`config.mk`:
```
export PLATFORM = sky130hd
export DESIGN_NAME = instruction_fetch
export DESIGN_NICKNAME = d
export VERILOG_FILES = /design/src/rtl/instruction_fetch.sv
export SDC_FILE = /design/constraint.sdc
export NUM_CORES = 1
export LEC_CHECK = 0
export CORE_ASPECT_RATIO = 1.1
export CORE_MARGIN = 3
export CORE_UTILIZATION = 50
export CTS_BUF_LIST = sky130_fd_sc_hd__clkbuf_4 sky130_fd_sc_hd__clkbuf_8
export CTS_CLUSTER_SIZE = 12
export DETAILED_ROUTE_END_ITERATION = 7
export DONT_BUFFER_PORTS = 1
export GPL_TIMING_DRIVEN = 0
export PLACE_DENSITY_LB_ADDON = 0.05
export SLEW_MARGIN = 20
export SYNTH_ARGS = -nofsm -noshare
export SYNTH_HDL_FRONTEND = slang
export SYNTH_SLANG_ARGS = --single-unit
```
`constraint.sdc`:
```
create_clock -name clk -period 2.7 [get_ports clk]
set_clock_uncertainty 0.15 [all_clocks]
set_input_delay 0.405 -clock clk [delete_from_list [all_inputs] [get_ports clk]]
set_output_delay 0.405 -clock clk [all_outputs]
set_load 0.01 [all_outputs]
```
`src/rtl/instruction_fetch.sv`:
```
// Instruction fetch stage: owns the PC, reads the combinational instruction port
// and buffers fetched words in a 2-entry queue toward decode (valid/ready).
module instruction_fetch #(
    parameter logic [31:0] RESET_PC = 32'h0000_0000
) (
    input  logic        clk,
    input  logic        rst_n,
    output logic [31:0] imem_addr,
    input  logic [31:0] imem_data,
    input  logic        redirect_valid,
    input  logic [31:0] redirect_pc,
    output logic        out_valid,
    output logic [31:0] out_instr,
    output logic [31:0] out_pc,
    input  logic        out_ready
);

    typedef struct packed {
        logic [31:0] pc;
        logic [31:0] instr;
    } entry_t;

    localparam logic [31:0] RESET_PC_ALIGNED = {RESET_PC[31:2], 2'b00};

    entry_t      q [2];
    logic        head;
    logic        tail;
    logic [1:0]  count;
    logic [31:0] pc;
    logic        pop;
    logic        push;

    assign out_valid = (count != 2'd0);
    assign pop       = out_valid && out_ready;
    // A pop frees a slot in the same cycle, so a full queue still streams at one word per cycle.
    assign push      = !redirect_valid && ((count != 2'd2) || pop);
    assign imem_addr = {2'b00, pc[31:2]};
    assign out_instr = q[head].instr;
    assign out_pc    = q[head].pc;

    always_ff @(posedge clk or negedge rst_n) begin
        if (!rst_n) begin
            pc    <= RESET_PC_ALIGNED;
            count <= 2'd0;
            head  <= 1'b0;
            tail  <= 1'b0;
            q[0]  <= '0;
            q[1]  <= '0;
        end else if (redirect_valid) begin
            // Flush: the head is discarded rather than consumed, even if out_ready is high.
            pc    <= {redirect_pc[31:2], 2'b00};
            count <= 2'd0;
            head  <= 1'b0;
            tail  <= 1'b0;
        end else begin
            if (push) begin
                q[tail] <= '{pc: pc, instr: imem_data};
                tail    <= ~tail;
                pc      <= pc + 32'd4;
            end
            if (pop) begin
                head <= ~head;
            end
            case ({push, pop})
                2'b10:   count <= count + 2'd1;
                2'b01:   count <= count - 2'd1;
                default: count <= count;
            endcase
        end
    end

endmodule

```
After elaboration in Yosys (flattened, before gate mapping)
Index checks and enable logic that the tools add are counted.

storage, ports and cells
  flip-flop bits (word level) = 164
  latch bits = 0
  bits in writable memories = 0
  ROM bits = 0
  bits of input ports = 68
  output and inout bits = 97
  logic and storage cells = 46
  memories kept = 0

operators by class
  add/subtract/negate cells = 3
  multiply operators = 0
  divide/modulo/power cells = 0
  order comparisons = 3
  equality and inequality tests = 3
  shifts and indexed selects = 0
  multiplexer cells = 14
  bitwise operators = 5
  reductions and logical operators = 10

operator list
  cell                   count
  $mux 64                4
  $bwmux 128             1
  $demux 64 s1           1
  $mux 32                2
  $add 32x3->32 const B  1
  $reduce_bool 2->1      3
  $ge 2x2->1 const B     2
  $mux 1                 4
  $not 1->2              2
  $pmux 2 s2             1
  $logic_and 1x1->1      3
  $not 1->1              3
  $reduce_bool 3->1      1
  $add 2x1->2 const B    1
  $eq 2x1->1 const B     1
  $eq 2x2->1 const B     1
  $lt 2x1->1 const B     1
  $mux 2                 1
  $ne 2x2->1 const B     1
  $reduce_and 2->1       1
  $sub 2x1->2 const B    1
  $logic_not 1->1        1
  $logic_or 1x1->1       1

Logic depth before layout (Yosys ltp)
Gate-level depths: netlist (run 1).

  word-level depth = 7
  gate-level depth with buffers = 7

Worst setup path before layout (run 1)
OpenSTA, ideal clock, no wires.

  path kind = reg2reg
  start = reg pc[5]
  end = reg pc[27]
  setup time = 0.082 ns
  data arrival time = 1.891 ns
  required time = 2.468 ns
  slack = 0.577 ns
  stages on the path, launching flop included = 6
  clock period less this slack = 2.123 ns
  cells stage by stage = dfrtp_1 -> nand3_2 -> or4_1 -> buf_2 -> or4_1 -> a31oi_1

between the ends
  word-level cells in the longest chain between the ends = 3

ends and longest elaborated chain
  what                    line  RTL
  start, declared         29    logic [31:0] pc;
  start signal, assigned  51    pc <= {redirect_pc[31:2], 2'b00};
  start signal, assigned  59    pc <= pc + 32'd4;
  $add 32x3->32           59
  $mux 32                 56    if (push) begin
  $mux 32                 49    end else if (redirect_valid) begin

No other way between the ends. The select of a mux whose other input is x is not followed.
A chain may end at the register's enable or synchronous reset.

Worst setup path in the final report (run 1)
  start = reg head
  end = out out_pc[15]

between the ends
  word-level cells in the longest chain between the ends = 4

ends and longest elaborated chain
  what                                         line  RTL
  start, declared                              26    logic head;
  start signal, assigned                       62    head <= ~head;
  $not 1->2 (not written as such)              39    assign out_pc = q[head].pc;
  $mux 64 (not written as such) (3 in series)  39
  end, declared                                14    output logic [31:0] out_pc,

No other way between the ends. The select of a mux whose other input is x is not followed.

==> impl_metrics.toml, run 1 <==
[drt]
antenna_left = 0
drtIter0Drc = 201
routed_wl_um = 16900
drt_drc_violations_left = 0
drtPass1Iterations = 4
vias_per_cell = 5.64
vias = 4861
avgRoutedWirePerCell_um = 19.6

[finish]
antennaDiodeCount = 0
drive_above_1_share_pct = 36.5
syn_to_final_growth_pct = 17.9
fin_area_um2 = 8670
fin_cells = 862
nets = 730

[logic_synthesis]
syn_area_per_cell_um2 = 12.8
synth_cell_type_count = 39
synth_top_area_cell = "dfrtp_1"
yosysWarnings = 0
ys_ff_latch = 158
seq_area_frac_synth_pct = 53.8
yosys.area.top_type_share_pct = 53.8
synth_area_leaders = "dfrtp_1 (54%), mux2_2 (28%), nand2_1 (1.6%)"
syn_inst = 575
syn_area_um2 = 7350

[floorplan]
io_pins = 165
die_area_um2 = 16200
core_area_um2 = 14100
die_h_um = 133
start_util_pct = 52.2
die_w_um = 122
rows = 45

[power_and_ir_drop]
p_int_mw = 4.70
combPwrFrac_pct = 22.6
p_per_area_nw_per_um2 = 752
switching_share_pct = 27.8
clkPwrFrac_pct = 27.5
ir_drop_mv = 0.416
p_switching_mw = 1.81
p_leak_nw = 3.51
p_total_mw = 6.52
seqPwrFrac_pct = 49.9

[critical_path]
cp.arrival_ps = 2010
cp-start-kind = "flip-flop"
endpoint_kind = "output port"
critical_path.max_fanout = 10
r2r_slack_ps = 140
path_class = "flip-flop to output port"
worst_ep_required_time_ps = 2140

[timing]
setup_viol = 0
worstMarginPinSlew_ps = 667
rsz0062_at_grt = "no"
period_share_pct = 95.1
fin_ws_ps = 131
min_period_ps = 2570
final_hold_viol_count = 158
slew_headroom_pct = 55.4
finalMaxSlewViolations = 0
timing.hold.ws_ps = -507
max_freq_mhz = 389

[clock_tree]
clk_pin_slew_ps = 80
ctsRootBufferMaster = "clkbuf_8"
clock_latency_ps = 450
clock_path_buffers = 2
hold_buffers = 64
htree_levels = 4
clock-sinks = 158
post_cts.repair.setup_buffers = 0
cts_tree = "done"
cts_made_buffers = 17

[grt]
grt_util_met3_pct = 7.01
busiest_layer = "met2"
antenna_found_initial = 0
grt_pass1_vias = 5251
use_met1_pct = 26.3
gr-usage-met2_pct = 35.7
grt_remaining_overflow = 0
grt_pass1_wl_um = 27100
grt_max_degree = 159
track_usage_pct = 21.3

[run_status]
failed_checks = "hold timing"
outcome = "finished, violations left"

[hold_path]
min_path_type = "primary input to asynchronous set/reset pin"

[placement]
io_buffer_count = 0
place_hpwl_um = 11500
dp_cells = 766
placed_cell_area_um2 = 7600
globalplace.congestion = 0.792
place_ws_ps = 182

[job]
drv_cap = 0
metal layers:
layer / vias to the layer above / routed length [um]
met1: 2445 / 7010
met3: 11 / 1110
li1: 2258 / -
met4: 0 / 163
met5: - / 0
met2: 147 / 8580
state kept, by name, indices dropped and copies added, names as in the netlist:
name,cells
count,2
pc,30
head,1
tail,1
q,124
cells by family after synthesis:
family                     count (synthesis)  share of synthesized area, %
AOI/OAI and AO/OA                         46                          4.15
xor gates and xnor gates                  12                          1.43
adders and majority gates                  1                         0.170
buffers and inverters                     44                          2.66
DFF                                      158                          53.8
muxes                                    187                          28.6
other                                      1                        0.0510
and+or+nand+nor                          126                          9.12
layout by cell type, fill, tap and decap left out, drive strengths merged, types with 3 or more instances in the layout:
cell type,netlist,final
a22oi,3,3
a31oi,10,10
and3,4,4
and4,3,3
buf,17,17
clkbuf,23,50
clkinv,1,3
conb,1,4
dfrtp,158,158
dlygate4sd3,0,64
inv,3,3
mux2,186,186
nand2,31,31
nand3,19,19
nand4,13,13
nor2,21,21
nor2b,4,4
nor3,6,6
o211ai,3,3
o21ai,11,11
o311ai,3,3
o31ai,13,13
or4,13,13
xnor2,10,10
cells in the mapped netlist, drive strengths merged:
cell	n
mux2	186
dfrtp	158
nand2	31
clkbuf	23
nor2	21
nand3	19
buf	17
nand4	13
o31ai	13
or4	13
o21ai	11
a31oi	10
xnor2	10
nor3	6
and3	4
nor2b	4
a22oi	3
and4	3
inv	3
o211ai	3
o311ai	3
a21oi	2
nor3b	2
nor4	2
nor4b	2
or2	2
or3	2
xor2	2
and2	1
clkinv	1
conb	1
ha	1
mux2i	1
o31a	1
or3b	1
power groups by stage:
stage	clock network, mW	logic [mW]	registers (mW)
global route	1.96	1.60	3.32
finish	1.79	1.47	3.25
CTS	1.85	1.50	3.25
global placement	0	1.37	3.25
detailed placement	0	1.40	3.30
floorplan	0	1.19	3.18
worst paths after layout:
path	from	to	cells after the start
hold reg to reg	q[119]	q[119]	1
setup / recovery	head	out_pc[15]	3
setup reg to reg	pc[14]	pc[23]	6
max in group asynchronous	rst_n	q[102]	0
min in group clk	out_ready	head	3
hold / removal	rst_n	q[6]	0
critical path, cell delays in order (launching register included):
cell and delay [ps]:
dfrtp_1 320, clkbuf_1 410, clkbuf_2 420, mux2_2 420
metrics by stage:
stage	util (%)	TNS (ps)
3_3_place_gp	54.0	-2280
3_5_place_dp	54.0	0
2_1_floorplan	-	0
4_1_cts	61.6	0
6_report	61.6	0
5_1_grt	61.6	0
cell type report:
| cell class | instances | area (um2) |
|---|---|---|
| Clock inverter | 5 | 77.6 |
| Tap cell | 188 | 235 |
| Clock buffer | 27 | 340 |
| Multi-Input combinational cell | 376 | 3220 |
| Fill cell | 1146 | 5410 |
| Buffer | 40 | 188 |
| Timing Repair Buffer | 64 | 641 |
| Sequential cell | 158 | 3950 |
| Inverter | 4 | 15.0 |
timing repair:
action | in CTS | in global routing
endpoints found under the setup margin | 59 | 0
gates resized for setup | 6 | 0
hold endpoints to repair | 253 | 158
Power figures use the tool's default switching activity.
==> inputs of run 2 (changes only) <==
--- a/config.mk
+++ b/config.mk
@@ -5,9 +5,10 @@
 export SDC_FILE = /design/constraint.sdc
 export NUM_CORES = 1
 export LEC_CHECK = 0
+export CELL_PAD_IN_SITES_DETAIL_PLACEMENT = 0
+export CELL_PAD_IN_SITES_GLOBAL_PLACEMENT = 1
 export CORE_ASPECT_RATIO = 1.1
-export CORE_MARGIN = 3
-export CORE_UTILIZATION = 50
+export CORE_UTILIZATION = 53
 export CTS_BUF_LIST = sky130_fd_sc_hd__clkbuf_4 sky130_fd_sc_hd__clkbuf_8
 export CTS_CLUSTER_SIZE = 12
 export DETAILED_ROUTE_END_ITERATION = 7
==> run 2 against run 1 <==
The run still ends with hold timing left. Register-to-register slack about the same. Clock power up 13%. Die area down 11%. Highest routed layer unchanged.
==> impl_metrics.toml, run 2 (synthesis results as in run 1) <==
[run_status]
outcome = "finished, violations left"
failed_checks = "hold timing"

[finish]
syn_to_final_growth_pct = 18.5
mostFrequentLayoutCell = "mux2_2"
antennaDiodeCount = 0
final_util_pct = 65.1
reg_top3 = "q x124, pc x30, count x2"
fin_area_um2 = 8710
fin_cells = 857
drive_above_1_share_pct = 36.6
nets = 729
layout_common_cells = "mux2_2 (186), dfrtp_1 (158), dlygate4sd3_1 (64), nand2_1 (31), nor2_1 (21)"
regMostFlops = "q"
largest_register_ffs = 124

[clock_tree]
htree_levels = 4
clock-sinks = 158
cts_tree = "done"
cts_made_buffers = 17
clock_latency_ps = 450
clock_path_buffers = 2
hold_buffers = 64
clk_pin_slew_ps = 80
ctsRootBufferMaster = "clkbuf_8"

[timing]
worstMarginPinSlew_ps = 678
finalMaxSlewViolations = 0
min_period_ps = 2550
timing.hold.ws_ps = -504
setup_viol = 0
period_share_pct = 94.6
final_hold_viol_count = 158
max_freq_mhz = 391
fin_ws_ps = 145
slew_headroom_pct = 54.6
rsz0062_at_grt = "no"
fin_tns_setup_ps = 0

[hold_path]
min_path_type = "primary input to asynchronous set/reset pin"

[power_and_ir_drop]
p_per_area_nw_per_um2 = 775
p_leak_nw = 3.53
p_total_mw = 6.75
ir_drop_mv = 0.368

[critical_path]
regToRegEndpoint = "pc[23]"
ff2ff_path_depth = 6
endpoint_kind = "flip-flop"
cp-start-kind = "flip-flop"
r2r_slack_ps = 150
path_class = "flip-flop to flip-flop"
critical_path.max_fanout = 10
endpoint = "pc[23]"
cp.arrival_ps = 2780
worst_ep_required_time_ps = 2930
timing.rr.start = "pc[14]"
startpoint = "pc[14]"

[drt]
avgRoutedWirePerCell_um = 19.6
routed_wl_um = 16800
drtPass1Iterations = 4
vias_per_cell = 5.73
antenna_left = 0
drtIter0Drc = 188
vias = 4909
drt_drc_violations_left = 0

[placement]
io_buffer_count = 0
dp_cells = 762
placed_cell_area_um2 = 7590
globalplace.congestion = 0.774
place_ws_ps = -23.0
place_hpwl_um = 11100

[floorplan]
io_pins = 165
die_h_um = 126
rows = 44
core_area_um2 = 13400
die_area_um2 = 14300
die_w_um = 114
start_util_pct = 54.9

[job]
drv_cap = 0

[grt]
grt_pass1_wl_um = 27600
antenna_found_initial = 0
grt_max_degree = 159
grt_pass1_vias = 5351
track_usage_pct = 24.9
grt_remaining_overflow = 0
==> run 2: changes by cell type in the layout (fill, tap and decap cells not counted), sizes merged <==
cell | before | now
bufinv | 2 | 5
clkinv | 3 | 6
clkbuf | 50 | 43
==> run 2: worst min-delay path by stage <==
stage / to / slack (ps) / cells past startpoint
3_3_place_gp: q[5] / -40 / 0
2_1_floorplan: count[0] / -40 / 0
3_5_place_dp: q[69] / -40 / 0
6_report: q[7] / -500 / 0
5_1_grt: q[59] / -550 / 0
4_1_cts: q[62] / -530 / 0
==> run 2: worst max-delay path, stage by stage, from the launching register on <==
cell	delay, ps
dfrtp_1	420
clkbuf_1	320
and4_1	350
nand4_1	250
clkbuf_1	300
or4_1	520
a31oi_1	180
==> run 2: area by class of cell <==
cell class	count	area (um2)
fillers	1092	4670
flip-flops and latches	158	3950
multi-input cells	376	3220
repair buffers	64	641
clock buffers	21	283
well taps	184	230
clock inverters	11	186
plain buffers	39	184
inverters	4	15.0
==> run 2: routing by layer <==
metal,track usage (%),up-vias,part of all wire (%)
met1,30.7,2503,42
met3,7.22,18,6.0
met2,42.4,128,50
met4,7.03,0,1.1
met5,0,-,0
li1,-,2260,-
==> run 2: power by group <==
group,switching (mW),internal [mW]
sequential,0.367,2.90
clock,0.842,1.18
combinational,0.654,0.807
==> run 2: repair_timing <==
action | CTS | global route
endpoints found under the setup margin | 79 | 20
gates cloned | 0 | 0
gates resized for setup | 7 | 0
hold endpoints to repair | 253 | 158
setup buffers | 0 | 0
pin swaps | 0 | 0
==> inputs of run 3 (changes only) <==
--- a/config.mk
+++ b/config.mk
@@ -14,7 +14,7 @@
 export DETAILED_ROUTE_END_ITERATION = 7
 export DONT_BUFFER_PORTS = 1
 export GPL_TIMING_DRIVEN = 0
-export PLACE_DENSITY_LB_ADDON = 0.05
+export PLACE_DENSITY_LB_ADDON = 0.1
 export SLEW_MARGIN = 20
 export SYNTH_ARGS = -nofsm -noshare
 export SYNTH_HDL_FRONTEND = slang
==> run 3 against run 2 <==
The flow still finishes with violations (hold timing). Sequential share of layout area grew 0.23 points. Wire length grew 0.96%. Via count grew 0.26%. Non-clock buffer count is the same. Power down 2.6%. Combinational power is essentially flat. Sequential power hardly changed. Largest cell class unchanged. Die area unchanged. Cell area is 0.39% lower. Final cell count is the same. Critical path depth unchanged.
==> impl_metrics.toml, run 3 (synthesis results as in run 1) <==
[drt]
drtPass1Iterations = 4
vias = 4922
routed_wl_um = 17000
antenna_left = 0
vias_per_cell = 5.74
avgRoutedWirePerCell_um = 19.8
drtIter0Drc = 292
drt_drc_violations_left = 0

[critical_path]
cp_slowest_stage_delay_ps = 510
cp_slowest_cell = "dfrtp_1"
path_class = "flip-flop to flip-flop"
worst-path-buf-inv = 2
cp-start-kind = "flip-flop"
endpoint_kind = "flip-flop"
worst_ep_required_time_ps = 2860
path_cells = "nand3_1 -> or4_1 -> buf_2 -> clkbuf_1 -> o31ai_1 -> a31oi_1"
cp.arrival_ps = 2660
critical_path.max_fanout = 10
path_depth = 6
ff2ff_path_depth = 6
path_delay_family = "simple AND/OR/NAND/NOR gates"

[power_and_ir_drop]
ir_drop_mv = 0.491
p_leak_nw = 3.51
p_per_area_nw_per_um2 = 757
p_total_mw = 6.57

[clock_tree]
cts_made_buffers = 17
hold_buffers = 64
clock_latency_ps = 460
clk_pin_slew_ps = 80
clock-sinks = 158
clock_path_buffers = 2
cts_tree = "done"
ctsRootBufferMaster = "clkbuf_8"
htree_levels = 4

[hold_path]
min_path_type = "primary input to asynchronous set/reset pin"

[finish]
fill_cells = 1075
final_util_pct = 64.9
multi_input_comb_area_um2 = 3220
reg_top3 = "q x124, pc x30, count x2"
regMostFlops = "q"
antennaDiodeCount = 0
mostFrequentLayoutCell = "mux2_2"
largest_register_ffs = 124
layout_common_cells = "mux2_2 (186), dfrtp_1 (154), dlygate4sd3_1 (64), nand2_1 (31), nor2_1 (21)"
nets = 729
syn_to_final_growth_pct = 18.0
drive_above_1_share_pct = 37.4
regArea_um2 = 3960

[placement]
place_hpwl_um = 11100
globalplace.congestion = 0.787
io_buffer_count = 0

[run_status]
failed_checks = "hold timing"
outcome = "finished, violations left"

[timing]
final_hold_viol_count = 158
max_freq_mhz = 400
setup_viol = 0
rsz0062_at_grt = "no"
slew_headroom_pct = 56.2
min_period_ps = 2500
timing.hold.ws_ps = -514
period_share_pct = 92.7
worstMarginPinSlew_ps = 654
finalMaxSlewViolations = 0

[grt]
track_usage_pct = 25.0
grt_pass1_wl_um = 27400
antenna_found_initial = 0
grt_pass1_vias = 5373
grt_remaining_overflow = 0
grt_max_degree = 159

[floorplan]
die_w_um = 114
rows = 44
die_h_um = 126
die_area_um2 = 14300
start_util_pct = 54.9
io_pins = 165
core_area_um2 = 13400

[job]
drv_cap = 0
run 3: routing by layer:
| metal | part of all wire [%] | global-route usage (%) | vias to the layer above |
|---|---|---|---|
| met2 | 50 | 41.7 | 144 |
| met4 | 1.8 | 9.70 | 0 |
| met1 | 42 | 30.4 | 2498 |
| li1 | - | - | 2257 |
| met3 | 6.3 | 7.46 | 23 |
| met5 | 0 | 0 | - |
run 3: where the power goes:
part	leakage [nW]	internal [mW]	total [mW]	switching, mW
sequential	1.85	2.90	3.26	0.364
clock	0.215	0.990	1.84	0.848
combinational	1.44	0.809	1.47	0.659
run 3: worst register-to-register path: cells and delay by family (launching register included):
kind | cells | cell delay (ps)
simple gates | 2 | 730
compound gates | 2 | 470
flops | 1 | 510
buf+inv | 2 | 490
run 3: metrics by stage:
step / setup slack [ps] / TNS, ps / hold WS, ps / std cells / cell area (um2)
2_1_floorplan: 577 / 0 / -40.6 / 578 / 7360
3_3_place_gp: 2.39 / 0 / -36.8 / 762 / 7590
3_5_place_dp: -46.5 / -721 / -37.0 / 762 / 7590
4_1_cts: 94.8 / 0 / -545 / 858 / 8670
5_1_grt: 0.237 / 0 / -549 / 857 / 8680
6_report: 198 / 0 / -514 / 857 / 8680
run 3: worst paths after layout:
path	end	from	slack [ps]
setup / recovery	pc[23]	pc[2]	200
min in group clk	count[1]	out_ready	50
hold reg to reg	q[12]	q[12]	350
max in group asynchronous	pc[18]	rst_n	2640
hold / removal	q[121]	rst_n	-510
setup reg to reg	pc[23]	pc[2]	200
run 3: layout make-up:
class / count / area share, %
Multi-Input combinational cell: 376 / 37.2
Clock inverter: 11 / 1.60
Tap cell: 184 / 2.65
Buffer: 39 / 2.15
Clock buffer: 21 / 3.26
Timing Repair Buffer: 64 / 7.38
Sequential cell: 158 / 45.6
Inverter: 4 / 0.173
run 3: what timing repair did:
item / CTS / global route
endpoints found under the setup margin: 80 / 14
setup buffers: 0 / 0
endpoints found under the hold margin: 254 / 158
gates resized for setup: 7 / 9
